## src/rtl/ping_responder.sv

```systemverilog
`timescale 1ns/1ps
// Far-end transponder for the phase-ping ranging link: qualifies an RF burst
// and replies with one tx strobe exactly DELAY cycles after its first strobe.
module ping_responder #(
    parameter int CW       = 24,
    parameter int WINDOW   = 64,
    parameter int MIN_HITS = 4,
    parameter int DELAY    = 2048,
    parameter int HOLDOFF  = 4096
) (
    input  logic        clk,
    input  logic        rst,
    input  logic        en,
    input  logic        clr,
    input  logic        rf_rx_stb,
    input  logic        tx_en,
    output logic        tx_stb,
    output logic        busy,
    output logic [2:0]  state,
    output logic [15:0] ping_cnt,
    output logic [15:0] miss_cnt,
    output logic [7:0]  last_hits
);

    typedef enum logic [2:0] {
        S_IDLE    = 3'd0,
        S_COLLECT = 3'd1,
        S_WAIT    = 3'd2,
        S_FIRE    = 3'd3,
        S_HOLD    = 3'd4
    } state_t;

    localparam logic [CW-1:0] WIN_T  = CW'(WINDOW);
    localparam logic [CW-1:0] FIRE_T = CW'(DELAY - 1);
    localparam logic [CW-1:0] HOLD_T = CW'(HOLDOFF - 1);
    localparam logic [7:0]    MIN_T  = 8'(MIN_HITS);

    state_t        cur;
    logic [CW-1:0] timer;
    logic [7:0]    hits;
    logic [CW-1:0] timer_inc;
    logic [7:0]    hits_fin;

    // Both the timer and the hit count saturate rather than wrap.
    assign timer_inc = (&timer) ? timer : timer + CW'(1);
    assign hits_fin  = !rf_rx_stb ? hits : ((&hits) ? hits : hits + 8'd1);
    assign state     = cur;

    always_ff @(posedge clk or negedge rst) begin
        if (!rst) begin
            cur       <= S_IDLE;
            busy      <= 1'b0;
            tx_stb    <= 1'b0;
            timer     <= '0;
            hits      <= '0;
            ping_cnt  <= '0;
            miss_cnt  <= '0;
            last_hits <= '0;
        end else begin
            tx_stb <= 1'b0;
            if (!en) begin
                cur   <= S_IDLE;
                busy  <= 1'b0;
                timer <= '0;
                hits  <= '0;
                // A reply already committed in FIRE is still sent and counted.
                if (cur == S_FIRE) begin
                    tx_stb   <= 1'b1;
                    ping_cnt <= ping_cnt + 16'd1;
                end
            end else begin
                case (cur)
                    S_IDLE: begin
                        if (!tx_en && rf_rx_stb) begin
                            cur   <= S_COLLECT;
                            busy  <= 1'b1;
                            timer <= CW'(1);
                            hits  <= 8'd1;
                        end
                    end
                    S_COLLECT: begin
                        hits  <= hits_fin;
                        timer <= timer_inc;
                        if (timer == WIN_T) begin
                            last_hits <= hits_fin;
                            if (hits_fin >= MIN_T) begin
                                cur <= S_WAIT;
                            end else begin
                                cur      <= S_IDLE;
                                busy     <= 1'b0;
                                timer    <= '0;
                                hits     <= '0;
                                miss_cnt <= miss_cnt + 16'd1;
                            end
                        end
                    end
                    S_WAIT: begin
                        timer <= timer_inc;
                        if (timer == FIRE_T) cur <= S_FIRE;
                    end
                    S_FIRE: begin
                        tx_stb   <= 1'b1;
                        ping_cnt <= ping_cnt + 16'd1;
                        timer    <= '0;
                        cur      <= S_HOLD;
                    end
                    S_HOLD: begin
                        if (timer >= HOLD_T && !tx_en) begin
                            cur   <= S_IDLE;
                            busy  <= 1'b0;
                            timer <= '0;
                            hits  <= '0;
                        end else begin
                            timer <= timer_inc;
                        end
                    end
                    default: begin
                        cur   <= S_IDLE;
                        busy  <= 1'b0;
                        timer <= '0;
                        hits  <= '0;
                    end
                endcase
            end
            // NOTE: the last non-blocking assignment in a block wins, so clr
            // placed here overrides any counter increment on the same edge.
            if (clr) begin
                ping_cnt  <= '0;
                miss_cnt  <= '0;
                last_hits <= '0;
            end
        end
    end

endmodule

```

## config.mk

```make
export PLATFORM = sky130hd
export DESIGN_NAME = ping_responder
export DESIGN_NICKNAME = d
export VERILOG_FILES = /design/src/rtl/ping_responder.sv
export SDC_FILE = /design/constraint.sdc
export NUM_CORES = 1
export LEC_CHECK = 0
export CORE_UTILIZATION = 55
export DETAILED_ROUTE_END_ITERATION = 16
export GPL_ROUTABILITY_DRIVEN = 0
export PLACE_DENSITY = 0.78
export SLEW_MARGIN = 20
export SYNTH_ARGS = -nofsm -noshare
export SYNTH_HDL_FRONTEND = slang
export SYNTH_SLANG_ARGS = --single-unit
```

## constraint.sdc

```tcl
create_clock -name clk -period 2.7 [get_ports clk]
set_input_delay 0.54 -clock clk [delete_from_list [all_inputs] [get_ports clk]]
set_output_delay 0.54 -clock clk [all_outputs]
set_load 0.01 [all_outputs]
```

After elaboration in Yosys (flattened, before gate mapping)
Index checks and enable logic that the tools add are counted.

Output and inout bits: 45. Logic and storage cells: 83. Register bits after elaboration: 77.

Magnitude comparators: 2. Mux-type cells: 40. Eq/ne operators: 13. Add/subtract/negate cells: 4. Reductions and logical operators: 16.

Operator list (count): $mux W24 (6); $mux W16 (7); $pmux W24 S4 (1); $mux W8 (11); $add A16 B1 Y16 const B (2); $pmux W8 S4 (1); $add A24 B1 Y24 const B (1); $eq A24 B11 Y1 const B (1); $eq A24 B7 Y1 const B (1); $ge A24 B12 Y1 const B (1); $reduce_and A24 Y1 (1); $mux W3 (5); $ne A3 B3 Y1 const B (5); $pmux W3 S5 (1); $add A8 B1 Y8 const B (1); $ge A8 B3 Y1 const B (1); $reduce_and A4 Y1 (2); $reduce_and A8 Y1 (1); $reduce_bool A2 Y1 (4); $eq A3 B2 Y1 const B (2); $mux W1 (6); $reduce_and A3 Y1 (2); $reduce_and A5 Y1 (1); $ne A2 B2 Y1 const B (2); 8 further kinds (9).

Longest topological paths before layout
Gate-level depths: netlist (run 1).

Depth in word-level cells: 9. Gate-level depth with buffers: 10.

Least setup slack after synthesis (run 1)
Ideal clock, no wire load.

Path kind: register to register. Start: register hits[0]. End: register timer[9]. Cell stages (with the launch flop): 10. Library setup time: 0.129 ns. Clock period less this slack: 2.453 ns. Arrival: 2.324 ns. Data required time: 2.571 ns. Setup slack: 0.247 ns. Path buffers: 2. Cells stage by stage: dfrtp_1 ha_1 nand3_1 o2111ai_2 xor2_1 a41oi_1 clkbuf_1 clkbuf_1 o211ai_1 o31ai_1.

Longest elaborated chain between the ends: 8. Elaborated cells between the ends (all ways): 9. Classes of those cells: 1 x add/sub; 1 x order compare; 6 x mux; 1 x reduce/logical.

Ends and longest elaborated chain: from (decl) (RTL line 40) `logic [7:0] hits;`; from (signal assigned) (RTL line 82) `hits <= hits_fin;`; $add A8 B1 Y8 or $reduce_and A8 Y1 (tied branches) (RTL line 46) `assign hits_fin = !rf_rx_stb ? hits : ((&hits) ? hits : hits + 8'd1);`; $mux W8 (RTL line 46); $mux W8 * (RTL line 46); $ge A8 B3 Y1 * (RTL line 86) `if (hits_fin >= MIN_T) begin`; $mux W24 * (RTL line 86); $mux W24 * (RTL line 84) `if (timer == WIN_T) begin`; $pmux W24 S4 * (RTL line 72) `case (cur)`; $mux W24 * (RTL line 61) `if (!en) begin`; to (signal assigned) (RTL line 83) `timer <= timer_inc;`; to (signal assigned) (RTL line 98) `timer <= timer_inc;`; to (signal assigned) (RTL line 114) `timer <= timer_inc;`; to (decl) (RTL line 39) `logic [CW-1:0] timer;`.

Every way passes the cells marked *; elsewhere a longest branch is shown, timed or not. A chain may end at the register's enable or synchronous reset.

Worst setup path after layout (run 1)
Start: input rf_rx_stb. End: register miss_cnt[10].

Longest elaborated chain between the ends: 4.

Ends and longest elaborated chain: from (decl) (RTL line 15) `input logic rf_rx_stb,`; $mux W8 (RTL line 46); $ge A8 B3 Y1 (RTL line 86); $ne A2 B2 Y1 (no source line); $reduce_and A4 Y1 (no source line); to (signal assigned) (RTL line 93) `miss_cnt <= miss_cnt + 16'd1;`; to (decl) (RTL line 21) `output logic [15:0] miss_cnt,`.

Every way passes these cells.

==> metrics.txt, run 1 <==
FF-to-FF End miss_cnt[8]; pre-CTS setup slack -0.1763 ns; Pleak 2.358 nW; clock-pin transition on the worst setup and hold timing paths 0.09 ns; vias in the first global route 4370; Layout Cells excl Fill 720; Synth Flop Type dfrtp_1; PwrDens 381.0 nW/um2; HPWL Detailed 8821 um; Synth top area share 0.4142; grt total ovfl 0; fin crit period 2.527 ns; Reg2Reg Setup Slack 0.19 ns; status complete, no violations; Die Width 93.97 um; Post-synth EDFFs 0; area of the mapped netlist 4652 um2; layout cells sized above 1 0.1268; clk sink count 77; Root Buffer clkbuf_8; vias 4566; post-synth net total 544; wire length per cell 16.81 um; R2R cell count 7; H-tree Lvls 3; Design Area, Final 5693 um2; cell taking the most area after synthesis dfrtp_1; top-level port count 51; cells after synthesis 533; Slew headroom 0.3497; RSZ-0062 raised after global routing false; CP startpoint kind input pin; final WL 12100 um; max cap viols 0; Core Region 8217 um2; CTS tree yes; crit path max fanout 7; CP Capture Point miss_cnt[10]; All-Layer GR Usage 0.2952; Synth area leaders dfrtp_1 (41%), nand2_1 (4.9%), o21ai_0 (3.9%), a21oi_1 (3.7%), nor2_1 (3.6%); DRC violations left 0; Cell Area, Placed 5508 um2; Synth async-reset ratio 1.000; antenna-violating nets left 0; die area 8829 um2; largest net degree at the start of global routing 78; Int Power 0.001573 W; Setup violations, final 0; initial antenna violation count 0; Worst-Skew Late Latency 0.36 ns; P&R area growth vs syn 22.38%; Worst Setup End Kind register; Crit Path Class input pin to register; share of power burned in combinational logic 0.091; Setup WS post-layout 0.1733 ns; cts bufs inserted 9; Slew Limit Fails 0; initial drt markers 376; most frequent cells in the layout dfrtp_1 (77), nand2_1 (61), clkdlybuf4s50_1 (49); Hold Fails Final Rpt 0; Required @ worst endpoint 2.94 ns; Placed Cells 704; most common cell after layout, fill and taps aside dfrtp_1; nets 621; Detailed Routing Iterations Pass 1 5; global-route wire length before repair 20460 um; Net Switching 0.0005956 W; Arrival @ worst endpoint 2.76 ns; I/O Buffers 50; Sw Share 0.2746; Peak Freq 0.3958 GHz; Clk pwr share 0.368; FP Rows 33; clk buf depth 2; FF+latch count, synth 77; via/cell ratio 6.342; Hold WS 0.3248 ns; synth unique cells 64; VDD IR-drop max 0.3110 mV; Mean Syn Cell Area 8.728 um2; Die H 93.97 um; Post-Route Utilization 0.6929; # fillers 659; Hold Path Class input pin to async pin; Reg power frac 0.542; ANT cells 0; Setup crit start rf_rx_stb; period utilization 0.9358; Seq/Total Area, Yosys 0.4142; worst slew pin tran 0.9755 ns; Ys Warns 0; FF-to-FF Start timer[22]; Initial Utilization 0.5662; Setup Skew 0.01212 ns
-- metal layers --
metal / up-vias / GRT usage / part of all wire
met5: - / 0 / 0
met4: 0 / 0.1231 / 0.021
met3: 25 / 0.04854 / 0.061
met2: 177 / 0.4738 / 0.47
met1: 2216 / 0.3952 / 0.44
li1: 2148 / - / -
-- cell usage after synthesis (4+ instances only) --
master	count
nand2b_1	4
and4_1	9
a21o_1	5
or4_1	12
o22ai_1	7
dfrtp_1	77
and2_1	7
and3_1	12
o211ai_1	7
o21ai_0	36
a21oi_1	34
nor2_1	44
ha_1	5
nand3_1	17
xor2_1	12
nand2_1	61
mux2i_1	5
clkbuf_1	20
nor4_1	8
o31ai_1	16
nor3_1	10
nand4_1	25
inv_1	18
buf_2	9
or3_1	6
-- power groups by stage --
stage               combinational, W  sequential [W]  clock (W)
finish                      0.000196         0.00117   0.000798
CTS                         0.000195         0.00117   0.000820
global route                0.000215         0.00118   0.000860
global placement            0.000190         0.00120          0
floorplan                  0.0000889         0.00120          0
detailed placement          0.000194         0.00120          0
-- worst min-delay path by stage --
stage / endpoint / cells after the start
finish: miss_cnt[0] / 1
global route: miss_cnt[1] / 1
CTS: miss_cnt[0] / 1
detailed placement: busy / 2
global placement: last_hits[6] / 2
floorplan: busy / 0
-- flip-flops by register name (all words and copies together), names as in the netlist --
signal	cells
hits	8
ping_cnt	16
last_hits	8
timer	24
state	3
tx_stb	1
miss_cnt	16
busy	1
-- worst max-delay path: stages --
cell and delay, ns:
clkdlybuf4s50_1 0.53, buf_4 0.18, and4_1 0.20, nand2_1 0.07, mux2i_1 0.15, buf_4 0.16, buf_4 0.11, nand4_1 0.18
nor4_1 0.26, mux2_2 0.37
-- stage by stage --
stage / setup TNS [ns] / total power, W
2_1_floorplan: 0 / 0.001290
3_3_place_gp: -2.229 / 0.001388
3_5_place_dp: -4.560 / 0.001392
4_1_cts: 0 / 0.002189
5_1_grt: 0 / 0.002252
6_report: 0 / 0.002169
-- cell type report --
cell class	instances	area, um2	area share
clock inverters	6	48.80	0.008571
clock buffers	10	127.6	0.02242
repair buffers	98	870.8	0.1530
multi-input cells	406	2520	0.4426
inverters	18	67.56	0.01187
well taps	105	131.4	0.02308
flip-flops and latches	77	1927	0.3385
-- cells by family after synthesis --
| logic type | synth area share |
|---|---|
| XOR/XNOR | 0.02824 |
| AND/OR/NAND/NOR | 0.2897 |
| flip-flops | 0.4142 |
| multiplexers | 0.01318 |
| AO/OA/AOI/OAI | 0.1937 |
| buffers and inverters | 0.04760 |
| adder cells (fa/ha/maj) | 0.01345 |
-- what timing repair did --
action	CTS	global route
resized for setup	0	2
endpoints found under the setup margin	0	3
buffers inserted	0	0
hold buffers	0	0
Power figures use the tool's default switching activity.
==> run 2: changes to the inputs <==
DONT_BUFFER_PORTS = 1   (was default)
PLACE_DENSITY = 0.7   (was 0.78)
==> metrics.txt, run 2 (synthesis gave the netlist of run 1 again) <==
clk buf depth 2 (unchanged); Net Switching 0.0005898 W (-0.97%); CP startpoint kind register; clock-pin transition on the worst setup and hold timing paths 0.09 ns (about the same); max cap viols 0 (unchanged); fin crit period 2.552 ns (+0.02570 ns); period utilization 0.9453 (+0.009518); Slew Limit Fails 0 (unchanged); H-tree Lvls 3 (unchanged); grt total ovfl 0 (unchanged); Reg2Reg Setup Slack 0.15 ns (-0.04 ns); max reg flops 24 (unchanged); Setup violations, final 0 (unchanged); VDD IR-drop max 0.3021 mV (-2.9%); Hold WS 0.06881 ns (-0.2560 ns); Hold Path Class input pin to async pin; Peak Freq 0.3918 GHz (-1.0%); Core Region 8217 um2 (unchanged); FP Rows 33 (unchanged); top flop regs timer: 24 flops, miss_cnt: 16 flops, ping_cnt: 16 flops; Worst-Skew Late Latency 0.36 ns (about the same); crit-path cells ha_2 -> and4_1 -> nand4_1 -> a32oi_4 -> buf_12 -> nand4b_4 -> or4_1 -> a21oi_1; Reg power frac 0.504 (-0.038); nets 553 (-11%); final WL 11840 um (-2.1%); Arrival @ worst endpoint 2.83 ns (+0.07 ns); worst slew pin tran 0.6139 ns (-0.3616 ns); Slew headroom 0.5899 (+0.2402); critical path's slowest cell or4_1; wire length per cell 18.16 um (+8.1%); Die Width 93.97 um (unchanged); DRC violations left 0 (unchanged); Detailed Routing Iterations Pass 1 5 (unchanged); # fillers 703 (+6.7%); share of power burned in combinational logic 0.067 (-0.024); Setup crit start hits[1]; layout cells sized above 1 0.1115 (-0.01531); most frequent cells in the layout dfrtp_1 (76), nand2_1 (61), nor2_1 (44); die area 8829 um2 (unchanged); CTS tree yes; via/cell ratio 6.387 (+0.71%); RSZ-0062 raised after global routing false; Largest Register timer; Int Power 0.001746 W (+11%); Root Buffer clkbuf_8; most common cell after layout, fill and taps aside dfrtp_1; vias 4164 (-8.8%); Hold Fails Final Rpt 0 (unchanged); Crit Path Class register to register; PwrDens 453.4 nW/um2 (+19%); Sw Share 0.2526 (-0.02205); I/O Buffers 0 (-100%); Initial Utilization 0.5662 (unchanged); largest net degree at the start of global routing 78 (unchanged); clk sink count 77 (unchanged); Pleak 2.123 nW (-10%); antenna-violating nets left 0 (unchanged); vias in the first global route 3953 (-9.5%); global-route wire length before repair 19580 um (-4.3%); crit path max fanout 13 (+6); critical path's largest stage delay 0.54 ns (about the same); Setup Skew 0.01436 ns (+0.002242 ns); All-Layer GR Usage 0.2853 (-0.009824); Worst Setup End Kind register; HPWL Detailed 7995 um (-9.4%); Power, Total 0.002335 W (+7.7%); Clk pwr share 0.428 (+0.060); CP bufs+invs 1 (-3); FF-to-FF Start hits[1]; status complete, no violations; initial drt markers 234 (-38%); initial antenna violation count 0 (unchanged); top-level port count 51 (unchanged); P&R area growth vs syn 10.73%; cts bufs inserted 9 (unchanged); Required @ worst endpoint 2.98 ns (+0.04 ns); ANT cells 0 (unchanged); Die H 93.97 um (unchanged); CP top delay family simple AND/OR/NAND/NOR gates
-- run 2: power by group through the flow --
stage | Clock (W) | Sequential (W) | Combinational, W
after floorplan | 0 | 0.00120 | 0.0000889
after global placement | 0 | 0.00120 | 0.000123
after detailed placement | 0 | 0.00120 | 0.000125
after CTS | 0.00101 | 0.00118 | 0.000155
after global routing | 0.00107 | 0.00118 | 0.000176
final | 0.00100 | 0.00118 | 0.000158
-- run 2: through the flow --
stage	setup WS (ns)	TNS (ns)	cell area, um2	utilization	cells
global route	0.03512	0	5151	0.6269	652
CTS	0.07575	0	5116	0.6227	651
floorplan	0.2468	0	4652	-	533
detailed placement	-0.008498	-0.01360	4840	0.5890	633
global placement	0.1246	0	4840	0.5890	633
finish	0.1476	0	5151	0.6269	652
-- run 2: timing repair --
item	4_1_cts	5_1_grt
endpoints found under the setup margin	6	38
resized for setup	1	3
pin swaps	1	1
setup buffers	0	1
cloned	1	0
endpoints found under the hold margin	77	0
hold buffers	1	0
-- run 2: routing by layer --
layer | vias to the layer above | track usage | part of all wire
met5 | - | 0 | 0
li1 | 2009 | - | -
met1 | 2023 | 0.3795 | 0.44
met3 | 13 | 0.06634 | 0.062
met2 | 119 | 0.4623 | 0.49
met4 | 0 | 0.08462 | 0.011
-- run 2: final cells by class --
cell class | instances | area [um2] | area share
multi-input cells | 407 | 2551 | 0.4953
flip-flops and latches | 77 | 1928 | 0.3743
repair buffers | 29 | 250.2 | 0.04858
well taps | 105 | 131.4 | 0.02550
clock buffers | 10 | 127.6 | 0.02478
clock inverters | 6 | 95.09 | 0.01846
inverters | 18 | 67.56 | 0.01312
-- run 2: final timing paths --
check | endpoint | cells after the start
worst max-delay path | miss_cnt[13] | 8
worst min-delay path | last_hits[2] | 1
worst max register to register | miss_cnt[13] | 8
worst min register to register | last_hits[3] | 2
max in group asynchronous | timer[13] | 1
min in group clk | ping_cnt[13] | 1
==> run 3: changes to the inputs <==
CAP_MARGIN = 40   (was default)
CORE_MARGIN = 1   (was default)
==> results of run 3 <==
Final layout, timing and power as in run 2 (identical DEF).
